### config.mk
export PLATFORM = sky130hd
export DESIGN_NAME = als_backlight_gain
export DESIGN_NICKNAME = d
export VERILOG_FILES = /design/src/rtl/als_backlight_gain.sv
export SDC_FILE = /design/constraint.sdc
export NUM_CORES = 1
export LEC_CHECK = 0
export ABC_AREA = 0
export BUFFER_PORTS_ARGS = -buffer_cell sky130_fd_sc_hd__buf_4
export CAP_MARGIN = 10
export CORE_AREA = 4 4 159 191
export CTS_CLUSTER_DIAMETER = 80
export CTS_CLUSTER_SIZE = 28
export DETAILED_ROUTE_END_ITERATION = 7
export DIE_AREA = 0 0 163 195
export MAX_ROUTING_LAYER = met4
export PLACE_DENSITY = 0.53
export SLEW_MARGIN = 40
export SYNTH_ARGS = -nofsm -noshare
export SYNTH_HDL_FRONTEND = slang
export SYNTH_SLANG_ARGS = --single-unit
### constraint.sdc
create_clock -name I_clk -period 7.6 [get_ports I_clk]
set_clock_uncertainty 0.2 [all_clocks]
set_input_delay 1.52 -clock I_clk [delete_from_list [all_inputs] [get_ports I_clk]]
set_output_delay 1.52 -clock I_clk [all_outputs]
set_load 0.05 [all_outputs]
### src/rtl/als_backlight_gain.sv
// rtl/als_backlight_gain.sv - ambient-light conditioned, frame-synchronous backlight gain for the 360-zone stream
module als_backlight_gain #(
  parameter int SAMPLE_DIV = 500000,
  parameter int IIR_SHIFT  = 3,
  parameter int GAIN_MIN   = 32,
  parameter int GAIN_MAX   = 255,
  parameter int HYST       = 4
) (
  input  logic       I_clk,
  input  logic       I_rst_n,
  input  logic [7:0] I_bright,
  input  logic       I_frame_start,
  input  logic       I_zone_vld,
  input  logic [7:0] I_zone_data,
  output logic       O_zone_vld,
  output logic [7:0] O_zone_data,
  output logic [7:0] O_gain,
  output logic       O_gain_upd
);

  localparam int            CW       = (SAMPLE_DIV > 1) ? $clog2(SAMPLE_DIV) : 1;
  localparam int            AW       = 8 + IIR_SHIFT;
  localparam logic [CW-1:0] CNT_LAST = CW'(SAMPLE_DIV - 1);
  localparam logic [AW-1:0] ACC_INIT = AW'(255) << IIR_SHIFT;
  localparam logic [7:0]    G_MIN    = 8'(GAIN_MIN);
  localparam logic [7:0]    G_MAX    = 8'(GAIN_MAX);

  typedef enum logic [2:0] {IDLE, SAMPLE, MEDIAN, FILTER, MAP} state_t;

  state_t        state;
  logic [CW-1:0] cnt;
  logic          tick;
  logic [7:0]    s;
  logic [7:0]    m;
  logic [7:0]    h0;
  logic [7:0]    h1;
  logic [AW-1:0] acc;
  logic [7:0]    pending;

  logic [7:0]    lo;
  logic [7:0]    hi;
  logic [7:0]    med;
  logic [AW-1:0] acc_next;
  logic [7:0]    f;
  logic [7:0]    target;
  logic [7:0]    diff;
  logic          move;

  logic          vld1;
  logic [15:0]   p;
  logic [15:0]   prod;
  logic [15:0]   sum;

  assign tick = (cnt == CNT_LAST);

  always_ff @(posedge I_clk or negedge I_rst_n) begin
    if (!I_rst_n) begin
      cnt <= '0;
    end else if (tick) begin
      cnt <= '0;
    end else begin
      cnt <= cnt + CW'(1);
    end
  end

  // Median of three rejects a single-sample glitch from the sensor.
  always_comb begin
    lo  = (h1 < h0) ? h1 : h0;
    hi  = (h1 < h0) ? h0 : h1;
    med = s;
    if (s < lo) begin
      med = lo;
    end else if (s > hi) begin
      med = hi;
    end
  end

  always_comb begin
    acc_next = acc - (acc >> IIR_SHIFT) + AW'(m);
    f        = 8'(acc >> IIR_SHIFT);
    target   = f;
    if (f < G_MIN) begin
      target = G_MIN;
    end else if (f > G_MAX) begin
      target = G_MAX;
    end
    diff = (target >= pending) ? (target - pending) : (pending - target);
    // The rails are always reachable, even when closer than the hysteresis band.
    move = (int'(diff) >= HYST) ||
           (((target == G_MIN) || (target == G_MAX)) && (target != pending));
  end

  always_ff @(posedge I_clk or negedge I_rst_n) begin
    if (!I_rst_n) begin
      state   <= IDLE;
      s       <= '0;
      m       <= '0;
      h0      <= 8'hFF;
      h1      <= 8'hFF;
      acc     <= ACC_INIT;
      pending <= G_MAX;
    end else begin
      case (state)
        IDLE: begin
          if (tick) begin
            state <= SAMPLE;
          end
        end
        SAMPLE: begin
          s     <= I_bright;
          state <= MEDIAN;
        end
        MEDIAN: begin
          m     <= med;
          h1    <= h0;
          h0    <= s;
          state <= FILTER;
        end
        FILTER: begin
          acc   <= acc_next;
          state <= MAP;
        end
        MAP: begin
          if (move) begin
            pending <= target;
          end
          state <= IDLE;
        end
        default: state <= IDLE;
      endcase
    end
  end

  assign prod = 16'(I_zone_data) * 16'(O_gain);
  assign sum  = p + 16'd255;

  // Gain only moves on a frame boundary so a frame is never scaled by two gains.
  always_ff @(posedge I_clk or negedge I_rst_n) begin
    if (!I_rst_n) begin
      O_gain      <= G_MAX;
      O_gain_upd  <= 1'b0;
      vld1        <= 1'b0;
      p           <= '0;
      O_zone_vld  <= 1'b0;
      O_zone_data <= '0;
    end else begin
      O_gain_upd <= 1'b0;
      if (I_frame_start && (pending != O_gain)) begin
        O_gain     <= pending;
        O_gain_upd <= 1'b1;
      end
      vld1 <= I_zone_vld;
      if (I_zone_vld) begin
        p <= prod;
      end
      O_zone_vld <= vld1;
      if (vld1) begin
        O_zone_data <= 8'(sum >> 8);
      end
    end
  end

endmodule

## Word-level counts from Yosys, hierarchy flattened

Index checks and enable logic that the tools add are counted.

- Add/subtract/negate cells: 6
- $mul: 1
- $lt $le $gt $ge: 7
- Equality and inequality tests: 10
- Muxes and demuxes: 11
- Reductions and logical operators: 6

Operator list:

| cell | number |
|---|---|
| two-way mux 8 bit | 7 |
| adder 19 x 1 -> 19 bit, second input constant | 1 |
| equality test 19 bit, second input constant | 1 |
| two-way mux 19 bit | 1 |
| adder 16 x 8 -> 16 bit, second input constant | 1 |
| less-than comparator 8 bit | 2 |
| multiplier 8 x 8 -> 16 bit | 1 |
| != test 8 bit | 2 |
| subtractor 8 bit | 2 |
| one-hot mux 3 bit (4 select lines) | 1 |
| adder 11 x 8 -> 11 bit | 1 |
| subtractor 11 x 8 -> 11 bit | 1 |
| equality test 8 x 6 -> 1 bit, second input constant | 1 |
| equality test 8 bit, second input constant | 1 |
| >= comparator 8 x 3 -> 1 bit, second input constant | 1 |
| >= comparator 8 bit | 1 |
| > comparator 8 bit | 1 |
| > comparator 8 bit, second input constant | 1 |
| less-than comparator 8 x 6 -> 1 bit, second input constant | 1 |
| equality test 3 x 2 -> 1 bit, second input constant | 2 |
| equality test 3 x 1 -> 1 bit, second input constant | 1 |
| equality test 3 bit, second input constant | 1 |
| logical NOT 3 bit | 1 |
| two-way mux 3 bit | 1 |
| 5 further kinds | 7 |

- Bits in registers: 108
- Input port bits: 20
- Output and inout bits: 18
- Word-level logic and storage cells: 55

## Longest topological paths before layout

Gate-level depths: netlist of run 1.

- Word-level depth: 8
- Gate-level depth with buffers: 19
- Depth with buffers taken out: 18

## Worst setup path before layout of run 1

No wires, ideal clock.

- Kind: input-to-reg
- Start point: input I_zone_data[1]
- End point: register p[15]
- Arrival time: 5.313 ns
- Data required time: 7.261 ns
- Path slack: 1.947 ns
- Cell stages on the path: 16
- Cell sequence: and2_1 > fa_1 > fa_1 > inv_1 > fa_1 > fa_1 > inv_1 > ha_1 > o21ai_0 > a21boi_0 > o21ai_0 > a21oi_1 > a41o_1 > o41a_1 > xnor2_1 > a21oi_1

- Word-level cells in the longest chain between the ends: 1

Ends and longest elaborated chain:

| item | RTL line | RTL |
|---|---|---|
| start: declaration | 14 | `input logic [7:0] I_zone_data,` |
| multiplier 8 x 8 -> 16 bit | 134 | `assign prod = 16'(I_zone_data) * 16'(O_gain);` |
| end signal: assignment | 154 | `p <= prod;` |
| end: declaration | 50 | `logic [15:0] p;` |

Every way passes these cells.
A chain may end at the register's enable or synchronous reset.

## Final worst setup path of run 1

- Start point: input I_zone_data[0]
- End point: register p[15]

The elaborated chain is that of the path after synthesis.

==> impl_metrics.csv, run 1 <==
group,metric,value,unit
status,outcome,"finished clean",
setup_path,path_delay_family,"adder cells",
logic_synthesis,synth_enable_flop_cells,0,
setup_path,slowest_stage,"fa_1",
clocking,htreeDepth,3,
clocking,cts_tree,"built",
sta,fin_crit,5.62,ns
setup_path,cp_slowest_stage_delay,0.53,ns
power_and_ir_drop,p_per_area,114,nW/µm²
sta,finalHoldViolCount,0,
detailed_routing,drtAntennaViolNets,0,
sta,tightest_slew,0.698,ns
clocking,clock_tree.root_cell,"clkbuf_16",
grt,grt_pass1_vias,6120,
setup_path,startpoint,"I_zone_data[0]",
floorplan,coreArea,28600,µm²
clocking,clkSlewWorstSetupHoldPaths,0.08,ns
grt,antenna_found_initial,0,
power_and_ir_drop,leakage,4.52,nW
clocking,cts.repair.resized,0,
setup_path,regToRegStartpoint,"O_gain[7]",
floorplan,num_io_pins,38,
detailed_routing,drt_iter0_drc,287,
clocking,postCtsSetupBuffers,0,
clocking,clockBufferDepth,2,
setup_path,cp_cell_sequence,"buf_4 > and2_1 > fa_1 > fa_1 > ha_1 > inv_1 > fa_1 > inv_1 > ha_1 > nor2b_1 > o21ai_0 > a21boi_0 > o21ai_0 > a21oi_1 > a41o_1 > o41a_1 > xnor2_1 > a21oi_1",
logic_synthesis,ys_warn_count,0,
clocking,postCtsHoldBufs,0,
detailed_routing,wl,17.5,mm
clocking,cts_buffers,9,
job,cap_violations,0,
logic_synthesis,synth.area.top_cells,"dfrtp_1 20%, ha_1 13%, dfstp_2 12%, fa_1 11%, inv_1 5.5%",
final_layout,antenna_cells,0,
final_layout,area.sequential,2750,µm²
final_layout,drive_gt1_share,16.1,%
sta,finalCritPeriodShare,73.9,%
logic_synthesis,synth_top_area_share,19.5,%
logic_synthesis,synthDistinctLibCells,63,
setup_path,worstPathMaxFanout,8,
final_layout,mostFrequentLayoutCell,"inv_1",
detailed_routing,dr_wl_met2,8.83,mm
floorplan,fp-row-count,68,
sta,fmax,0.178,GHz
floorplan,start_util,30.5,%
final_layout,layout_common_cells,"127 x inv_1, 89 x ha_1, 77 x nand2_1",
grt,grt_overflow,0,
sta,slew-limit-headroom,53.0,%
final_layout,layout.cells.non_filler,1330,
sta,setup_viol,0,
floorplan,fp.dieH,195,µm
logic_synthesis,synthesis.area,8720,µm²
place,hpwlAfterDp,13.4,mm
min_path,hold_path.class,"flop to flop",
setup_path,cp-end-kind,"flop",
min_path,min-delay-start,"cnt[0]",
power_and_ir_drop,irDropWorstVdd,0.000130,V
detailed_routing,wl_per_cell,13.2,µm
sta,setup_tns,0,ns
place,place_congestion,0.807,
setup_path,startpoint_type,"primary input",
logic_synthesis,synth_ff_type,"dfrtp_1",
logic_synthesis,yosysSeqAreaShare,31.6,%
logic_synthesis,synthCells,909,
detailed_routing,via_count,6121,
final_layout,fillers,2994,
place,portBuffers,37,
grt,grt_max_degree,71,
detailed_routing,via_per_inst,4.60,
logic_synthesis,synth_area_leader_cell,"dfrtp_1",
final_layout,multiInputGateArea,5400,µm²
clocking,clk_latency,0.35,ns
detailed_routing,met1Wirelength,8.02,mm
floorplan,fp.dieW,163,µm
sta,grt_setup_unrepaired,"no",
final_layout,nNetsFinal,1095,
grt,grt_pass1_wl,30.4,mm
grt,gr-usage-all-layers,11.9,%
sta,finalMaxSlewViolations,0,
logic_synthesis,synth_nets,1064,
setup_path,critPathBufInv,3,
place,dp.cells,1314,
detailed_routing,drc,0,
setup_path,required,7.64,ns
logic_synthesis,ys_seq_elements,108,
floorplan,die-area,31800,µm²
setup_path,crit_top_cell,"fa_1",
setup_path,r2r_slack,2.57,ns
final_layout,synthToLayoutAreaGrowth,11.7,%
setup_path,worst-setup-path-type,"primary input to flop",
clocking,cts_sinks,108,
logic_synthesis,synthArstFlopShare,100,%
detailed_routing,routed.top_layer,"met4",
logic_synthesis,avgSynthCellArea,9.59,µm²
setup_path,worstPathArrival,5.65,ns
detailed_routing,wl_met3,465,µm
detailed_routing,firstDrtPassIters,4,
cell families after synthesis:
family | share of synthesized area [%]
XOR/XNOR | 5.32
adder cells (fa/ha/maj) | 23.3
AO/OA/AOI/OAI | 10.0
multiplexers | 8.06
flip-flops | 31.6
AND/OR/NAND/NOR | 15.1
buffers and inverters | 6.62
cell type report:
cell class | instances | share of cell area, %
Clock inverter | 5 | 0.424
Inverter | 127 | 4.90
Multi-Input combinational cell | 651 | 55.4
Clock buffer | 11 | 2.71
Timing Repair Buffer | 43 | 3.35
Sequential cell | 108 | 28.3
Tap cell | 385 | 4.95
cells in the mapped netlist (3+ instances only):
library cell / n
a21boi_0: 5
a21o_1: 8
a21oi_1: 30
a221oi_1: 3
a31oi_1: 5
and2_1: 55
and3_1: 4
clkbuf_1: 19
dfrtp_1: 68
dfstp_2: 40
fa_1: 46
ha_1: 89
inv_1: 127
mux2_2: 37
mux2i_1: 26
nand2_1: 77
nand2b_1: 5
nand3_1: 11
nand4_1: 11
nor2_1: 59
nor2b_1: 7
nor3_1: 7
nor3b_1: 3
nor4_1: 5
o21a_1: 5
o21ai_0: 52
o31ai_1: 5
or2_2: 4
or3_1: 3
xnor2_1: 35
xor2_1: 18
worst register-to-register path, delay by kind of cell (launching register included):
kind / cells / cell delay [ns]
AOI/OAI and AO/OA: 6 / 1.15
xor gates and xnor gates: 1 / 0.15
DFF: 1 / 0.68
buffers and inverters: 3 / 0.15
adders and majority gates: 5 / 2.45
and+or+nand+nor: 1 / 0.13
path summary, 6_finish.rpt:
check / to / cells after the start
max in group asynchronous: m[4] / 2
hold / removal: cnt[0] / 1
setup / recovery: p[15] / 18
hold reg to reg: cnt[0] / 1
min in group asynchronous: p[0] / 1
setup reg to reg: p[15] / 16
power breakdown:
| part | total, mW | switching [mW] | leakage (nW) | internal (mW) |
|---|---|---|---|---|
| clock | 0.486 | 0.231 | 0.149 | 0.255 |
| combinational | 0.0452 | 0.0317 | 3.05 | 0.0135 |
| sequential | 0.582 | 0.00299 | 1.33 | 0.579 |
| total | 1.11 | 0.265 | 4.52 | 0.848 |
per-layer routing:
metal  track usage (%)  up-vias
li1                  -     3078
met1              15.1     2977
met2              20.0       55
met3              1.86       11
met4              2.49        0
met5                 -        -
state kept, by name, indices dropped and copies added, names as in the netlist:
name and flops:
cnt 19, p 16, acc 11, O_gain 8, O_zone_data 8, h0 8
h1 8, m 8, pending 8, s 8, state 3, O_gain_upd 1
O_zone_vld 1, vld1 1
per-stage QoR:
stage	utilization (%)	hold WS (ns)	power [mW]	instance area (µm²)	worst slack (ns)
after floorplan	-	0.248	0.608	8720	1.95
after CTS	34.1	0.292	1.14	9740	1.99
after global placement	33.0	0.264	0.638	9430	1.64
after global routing	34.1	0.309	1.17	9740	1.70
final	34.1	0.284	1.11	9740	1.98
after detailed placement	33.0	0.282	0.639	9430	1.60
(Power assumes the default switching activity.)
==> run 2: changes to the inputs <==
- PLACE_DENSITY: 0.53 -> 0.55
- clock period: 7.6 -> 5.1 ns (I/O delays scaled with it)
==> impl_metrics.csv, run 2 (same netlist as run 1, synthesis figures left out) <==
group,metric,value,unit
power_and_ir_drop,p_per_area,167,nW/µm²
detailed_routing,wl,17.5,mm
power_and_ir_drop,p_total,1.67,mW
final_layout,drive_gt1_share,19.2,%
grt,grt_pass1_vias,6395,
final_layout,multiInputGateArea,5430,µm²
clocking,htreeDepth,3,
final_layout,mostFrequentLayoutCell,"inv_1",
floorplan,fp-row-count,68,
detailed_routing,wl_per_cell,12.8,µm
final_layout,largest_reg_flops,19,
place,portBuffers,37,
floorplan,fp.dieH,195,µm
power_and_ir_drop,leakage,4.68,nW
final_layout,top_regs,"cnt (19), p (16), acc (11)",
floorplan,coreArea,28600,µm²
detailed_routing,drtAntennaViolNets,0,
final_layout,nNetsFinal,1124,
sta,fmax,0.202,GHz
min_path,hold_path.class,"flop to flop",
setup_path,worst-setup-path-type,"primary input to flop",
final_layout,final_core_util,35.0,%
clocking,cts_buffers,9,
sta,tightest_slew,0.728,ns
final_layout,synthToLayoutAreaGrowth,14.8,%
grt,antenna_found_initial,0,
grt,gr-usage-all-layers,12.0,%
sta,fin_crit,4.95,ns
sta,finalMaxSlewViolations,0,
grt,grt_pass1_wl,30.9,mm
setup_path,cp-end-kind,"flop",
power_and_ir_drop,swShare,23.4,%
place,hpwlAfterDp,13.8,mm
detailed_routing,via_per_inst,4.60,
detailed_routing,drt_iter0_drc,196,
place,place_congestion,0.812,
final_layout,fillers,2949,
final_layout,layout.cells.non_filler,1359,
power_and_ir_drop,irDropWorstVdd,0.000166,V
power_and_ir_drop,power_frac_comb,4.5,%
clocking,clockBufferDepth,2,
power_and_ir_drop,p_sw,393,µW
clocking,cts_sinks,108,
power_and_ir_drop,pwr-share-seq,51.8,%
place,dp.cells,1342,
power_and_ir_drop,p_int,1.28,mW
clocking,clock_tree.root_cell,"clkbuf_16",
detailed_routing,drc,0,
place,placed_cell_area,9660,µm²
floorplan,num_io_pins,38,
setup_path,startpoint_type,"primary input",
clocking,clkSlewWorstSetupHoldPaths,0.08,ns
final_layout,layout_common_cells,"127 x inv_1, 88 x ha_1, 77 x nand2_1",
grt,grt_max_degree,71,
setup_path,worstPathArrival,5.00,ns
floorplan,die-area,31800,µm²
sta,setup_viol,0,
power_and_ir_drop,p_clk_share,43.8,%
floorplan,fp.dieW,163,µm
final_layout,antenna_cells,0,
final_layout,fin_area,10000,µm²
detailed_routing,via_count,6255,
setup_path,worstPathMaxFanout,6,
sta,slew-limit-headroom,50.9,%
sta,finalHoldViolCount,0,
sta,finalCritPeriodShare,97.0,%
status,outcome,"finished clean",
floorplan,start_util,30.5,%
detailed_routing,firstDrtPassIters,4,
final_layout,largest_register,"cnt",
grt,grt_overflow,0,
sta,setup_tns,0,ns
setup_path,required,5.15,ns
clocking,clk_latency,0.36,ns
clocking,cts_tree,"built",
job,cap_violations,0,
final_layout,area.sequential,2750,µm²
-- run 2: final cells by class --
cell class                      instances  share of cell area, %
Sequential cell                       108                   27.5
Clock inverter                          6                  0.788
Tap cell                              385                   4.81
Multi-Input combinational cell        651                   54.3
Inverter                              127                   4.76
Clock buffer                           10                   2.29
Timing Repair Buffer                   72                   5.56
-- run 2: stage by stage --
step / setup slack (ns) / hold WS (ns)
after floorplan: 0.0146 / 0.248
after global placement: -0.298 / 0.266
after detailed placement: -0.336 / 0.287
after CTS: 0.0263 / 0.297
after global routing: -0.0457 / 0.311
final: 0.150 / 0.289
-- run 2: worst max-delay path, stage by stage --
cell	delay (ns)
buf_4	0.13
and2_1	0.17
fa_1	0.53
fa_1	0.52
fa_1	0.56
inv_1	0.06
fa_1	0.53
inv_1	0.04
ha_1	0.20
or2_2	0.27
o22ai_1	0.17
o21ai_1	0.15
o41ai_2	0.29
xnor2_1	0.10
mux2_2	0.26
-- run 2: what timing repair did --
item	CTS	global route
endpoints found under the setup margin	0	5
buffers inserted	0	1
gates resized for setup	0	10
hold buffers	0	0
-- run 2: power by group through the flow --
stage | Clock [mW] | Combinational (mW) | Sequential [mW]
after floorplan | 0 | 0.00916 | 0.897
after global placement | 0 | 0.0764 | 0.883
after detailed placement | 0 | 0.0771 | 0.883
after CTS | 0.766 | 0.0774 | 0.867
after global routing | 0.797 | 0.0832 | 0.868
final | 0.733 | 0.0747 | 0.867
-- run 2: worst paths after layout --
path	start	end	slack (ns)	cells after the start
max	I_zone_data[1]	p[14]	0.15	15
max reg2reg	O_gain[5]	p[15]	0.35	16
min	cnt[0]	cnt[0]	0.29	1
min in group asynchronous	I_rst_n	O_zone_vld	0.44	1
min reg2reg	cnt[0]	cnt[0]	0.29	1
max in group asynchronous	I_rst_n	O_gain[1]	3.52	2
-- run 2: routing by layer --
metal | global-route usage, % | wire length (µm) | vias to the layer above
li1 | - | - | 3133
met1 | 15.7 | 8090 | 3021
met2 | 19.2 | 8380 | 78
met3 | 1.79 | 578 | 23
met4 | 3.82 | 399 | 0
met5 | - | 0 | -
==> run 3: changes to the inputs <==
- ABC_AREA: 0 -> 1
- CORE_AREA: 4 4 159 191 -> 4 4 161 195
- DIE_AREA: 0 0 163 195 -> 0 0 165 199
==> impl_metrics.csv, run 3 <==
group,metric,value,unit
status,outcome,"finished clean",
grt,grt_pass1_vias,7236,
setup_path,worstPathArrival,4.73,ns
sta,finalMaxSlewViolations,0,
logic_synthesis,synthCells,1168,
floorplan,fp.dieH,199,µm
sta,setup_tns,0,ns
setup_path,timing.rr.end,"p[13]",
setup_path,required,5.12,ns
detailed_routing,via_per_inst,4.53,
final_layout,largest_register,"cnt",
logic_synthesis,synth_nets,1323,
clocking,cts_buffers,9,
logic_synthesis,synth.area.top_cells,"dfrtp_1 19%, ha_1 12%, nand2_1 12%, dfstp_2 12%, fa_1 10%",
logic_synthesis,avgSynthCellArea,7.75,µm²
final_layout,antenna_cells,0,
logic_synthesis,yosys-top-cells-count,"282 x nand2_1, 224 x inv_1, 89 x ha_1, 85 x o21ai_0, 68 x dfrtp_1",
logic_synthesis,ys_warn_count,0,
logic_synthesis,synth_top_area_share,18.8,%
grt,grt_pass1_wl,33.6,mm
floorplan,num_io_pins,38,
setup_path,startpoint_type,"primary input",
floorplan,die-area,32800,µm²
final_layout,synthToLayoutAreaGrowth,11.4,%
logic_synthesis,synth_area_leader_cell,"dfrtp_1",
min_path,min-delay-start,"vld1",
setup_path,worstPathMaxFanout,4,
logic_synthesis,synthArstFlopShare,100,%
clocking,postCtsSetupBuffers,0,
logic_synthesis,synthDistinctLibCells,49,
clocking,clockBufferDepth,2,
sta,grt_setup_unrepaired,"no",
setup_path,r2r_slack,0.48,ns
final_layout,mostFrequentLayoutCell,"nand2_1",
detailed_routing,firstDrtPassIters,4,
final_layout,nNetsFinal,1353,
detailed_routing,wl,19.6,mm
detailed_routing,via_count,7223,
clocking,htreeDepth,3,
floorplan,start_util,30.7,%
final_layout,largest_reg_flops,19,
place,place_congestion,0.870,
logic_synthesis,synthesis.area,9050,µm²
setup_path,regToRegStartpoint,"O_gain[6]",
clocking,clock_tree.root_cell,"clkbuf_16",
logic_synthesis,synth_enable_flop_cells,0,
grt,antenna_found_initial,0,
floorplan,coreArea,29400,µm²
job,cap_violations,0,
logic_synthesis,synth_ff_type,"dfrtp_1",
min_path,holdPathStages,0,
sta,setup_viol,0,
logic_synthesis,ys_seq_elements,108,
detailed_routing,drt_iter0_drc,297,
place,hpwlAfterDp,15.5,mm
clocking,clk_latency,0.36,ns
clocking,cts_sinks,108,
sta,slew-limit-headroom,53.8,%
clocking,cts_tree,"built",
place,dp.cells,1577,
sta,tightest_slew,0.693,ns
clocking,postCtsHoldBufs,0,
power_and_ir_drop,p_per_area,162,nW/µm²
power_and_ir_drop,leakage,5.34,nW
clocking,clkSlewWorstSetupHoldPaths,0.09,ns
sta,fin_crit,4.71,ns
final_layout,layout.cells.non_filler,1593,
clocking,cts.repair.resized,0,
floorplan,fp.dieW,165,µm
power_and_ir_drop,irDropWorstVdd,0.000144,V
setup_path,cp-end-kind,"flop",
final_layout,drive_gt1_share,12.1,%
floorplan,fp-row-count,69,
detailed_routing,wl_per_cell,12.3,µm
min_path,hold_path.class,"flop to flop",
detailed_routing,drtAntennaViolNets,0,
final_layout,layout_common_cells,"281 x nand2_1, 224 x inv_1, 89 x ha_1",
logic_synthesis,yosysMostFrequentCell,"nand2_1",
sta,finalCritPeriodShare,92.3,%
grt,gr-usage-all-layers,12.8,%
detailed_routing,drc,0,
place,portBuffers,37,
min_path,hold_end,"O_zone_vld",
grt,grt_max_degree,56,
grt,grt_overflow,0,
final_layout,top_regs,"cnt (19), p (16), acc (11)",
setup_path,worst-setup-path-type,"primary input to flop",
logic_synthesis,yosysSeqAreaShare,30.4,%
setup_path,r2r_cells,16,
sta,fmax,0.212,GHz
sta,finalHoldViolCount,0,
## run 3: changes by cell type after synthesis, moves of 7 or more
cell / change
o21ai_0: +33
nand3_1: +51
a21oi_1: +23
mux2i_1: -26
nand2_1: +205
nor2b_1: -7
o21ai_1: +7
xnor2_1: -23
clkbuf_1: +12
mux2_2: -30
inv_1: +97
and2_1: -55
a21o_1: -7
## run 3: power breakdown
group	internal [mW]	switching, mW
clock network	0.336	0.353
logic	0.0281	0.0521
registers	0.861	0.00577
total	1.23	0.411
## run 3: worst max-delay path by stage
stage               slack, ns  depth (start not counted)  endpoint      startpoint
global route             0.07                         19     p[13]  I_zone_data[1]
global placement         0.01                         19     p[13]  I_zone_data[1]
finish                   0.39                         19     p[13]  I_zone_data[1]
detailed placement     -0.003                         19     p[13]  I_zone_data[1]
floorplan                0.04                         17     p[13]  I_zone_data[0]
CTS                      0.37                         19     p[13]  I_zone_data[1]
## run 3: per-layer routing
layer	up-vias	global-route usage, %	share of wire [%]
li1	3718	-	-
met1	3403	15.6	45
met3	17	1.68	2.9
met2	85	22.4	51
met5	-	-	0
met4	0	3.08	1.2
## run 3: cells by family (layout without fill, tap and decap cells)
logic type	Yosys count	in the layout	synth area share, %
AND/OR/NAND/NOR	442	442	20.9
buffers and inverters	265	300	11.2
AO/OA/AOI/OAI	177	177	10.8
adder cells (fa/ha/maj)	135	135	22.5
flip-flops	108	108	30.4
XOR/XNOR	34	34	3.29
multiplexers	7	7	0.871
## run 3: stage by stage
step / utilization (%) / power, mW / instance area, µm² / worst slack (ns) / hold WS [ns]
after floorplan: - / 0.921 / 9050 / 0.0376 / 0.195
after global placement: 33.3 / 0.964 / 9800 / 0.0128 / 0.220
after detailed placement: 33.3 / 0.965 / 9800 / -0.00263 / 0.226
after CTS: 34.2 / 1.67 / 10100 / 0.366 / 0.229
after global routing: 34.2 / 1.71 / 10100 / 0.0723 / 0.249
final: 34.2 / 1.64 / 10100 / 0.391 / 0.229
## run 3: critical path: stages
cell	delay (ns)
buf_4	0.12
nand2_1	0.06
inv_1	0.05
fa_1	0.45
fa_1	0.55
inv_1	0.05
fa_1	0.46
fa_1	0.54
inv_1	0.04
ha_1	0.31
a21oi_1	0.14
nand2_1	0.08
nand2_1	0.08
nand2_1	0.05
a21oi_1	0.15
o21ai_0	0.14
a31oi_1	0.19
xor2_1	0.16
o21ai_0	0.08
## run 3: layout make-up
cell class,instances,area [µm²]
multi-input cells,795,5290
fillers,3104,19400
clock buffers,9,225
inverters,230,866
well taps,390,488
flip-flops and latches,108,2750
repair buffers,54,405
clock inverters,7,51.3
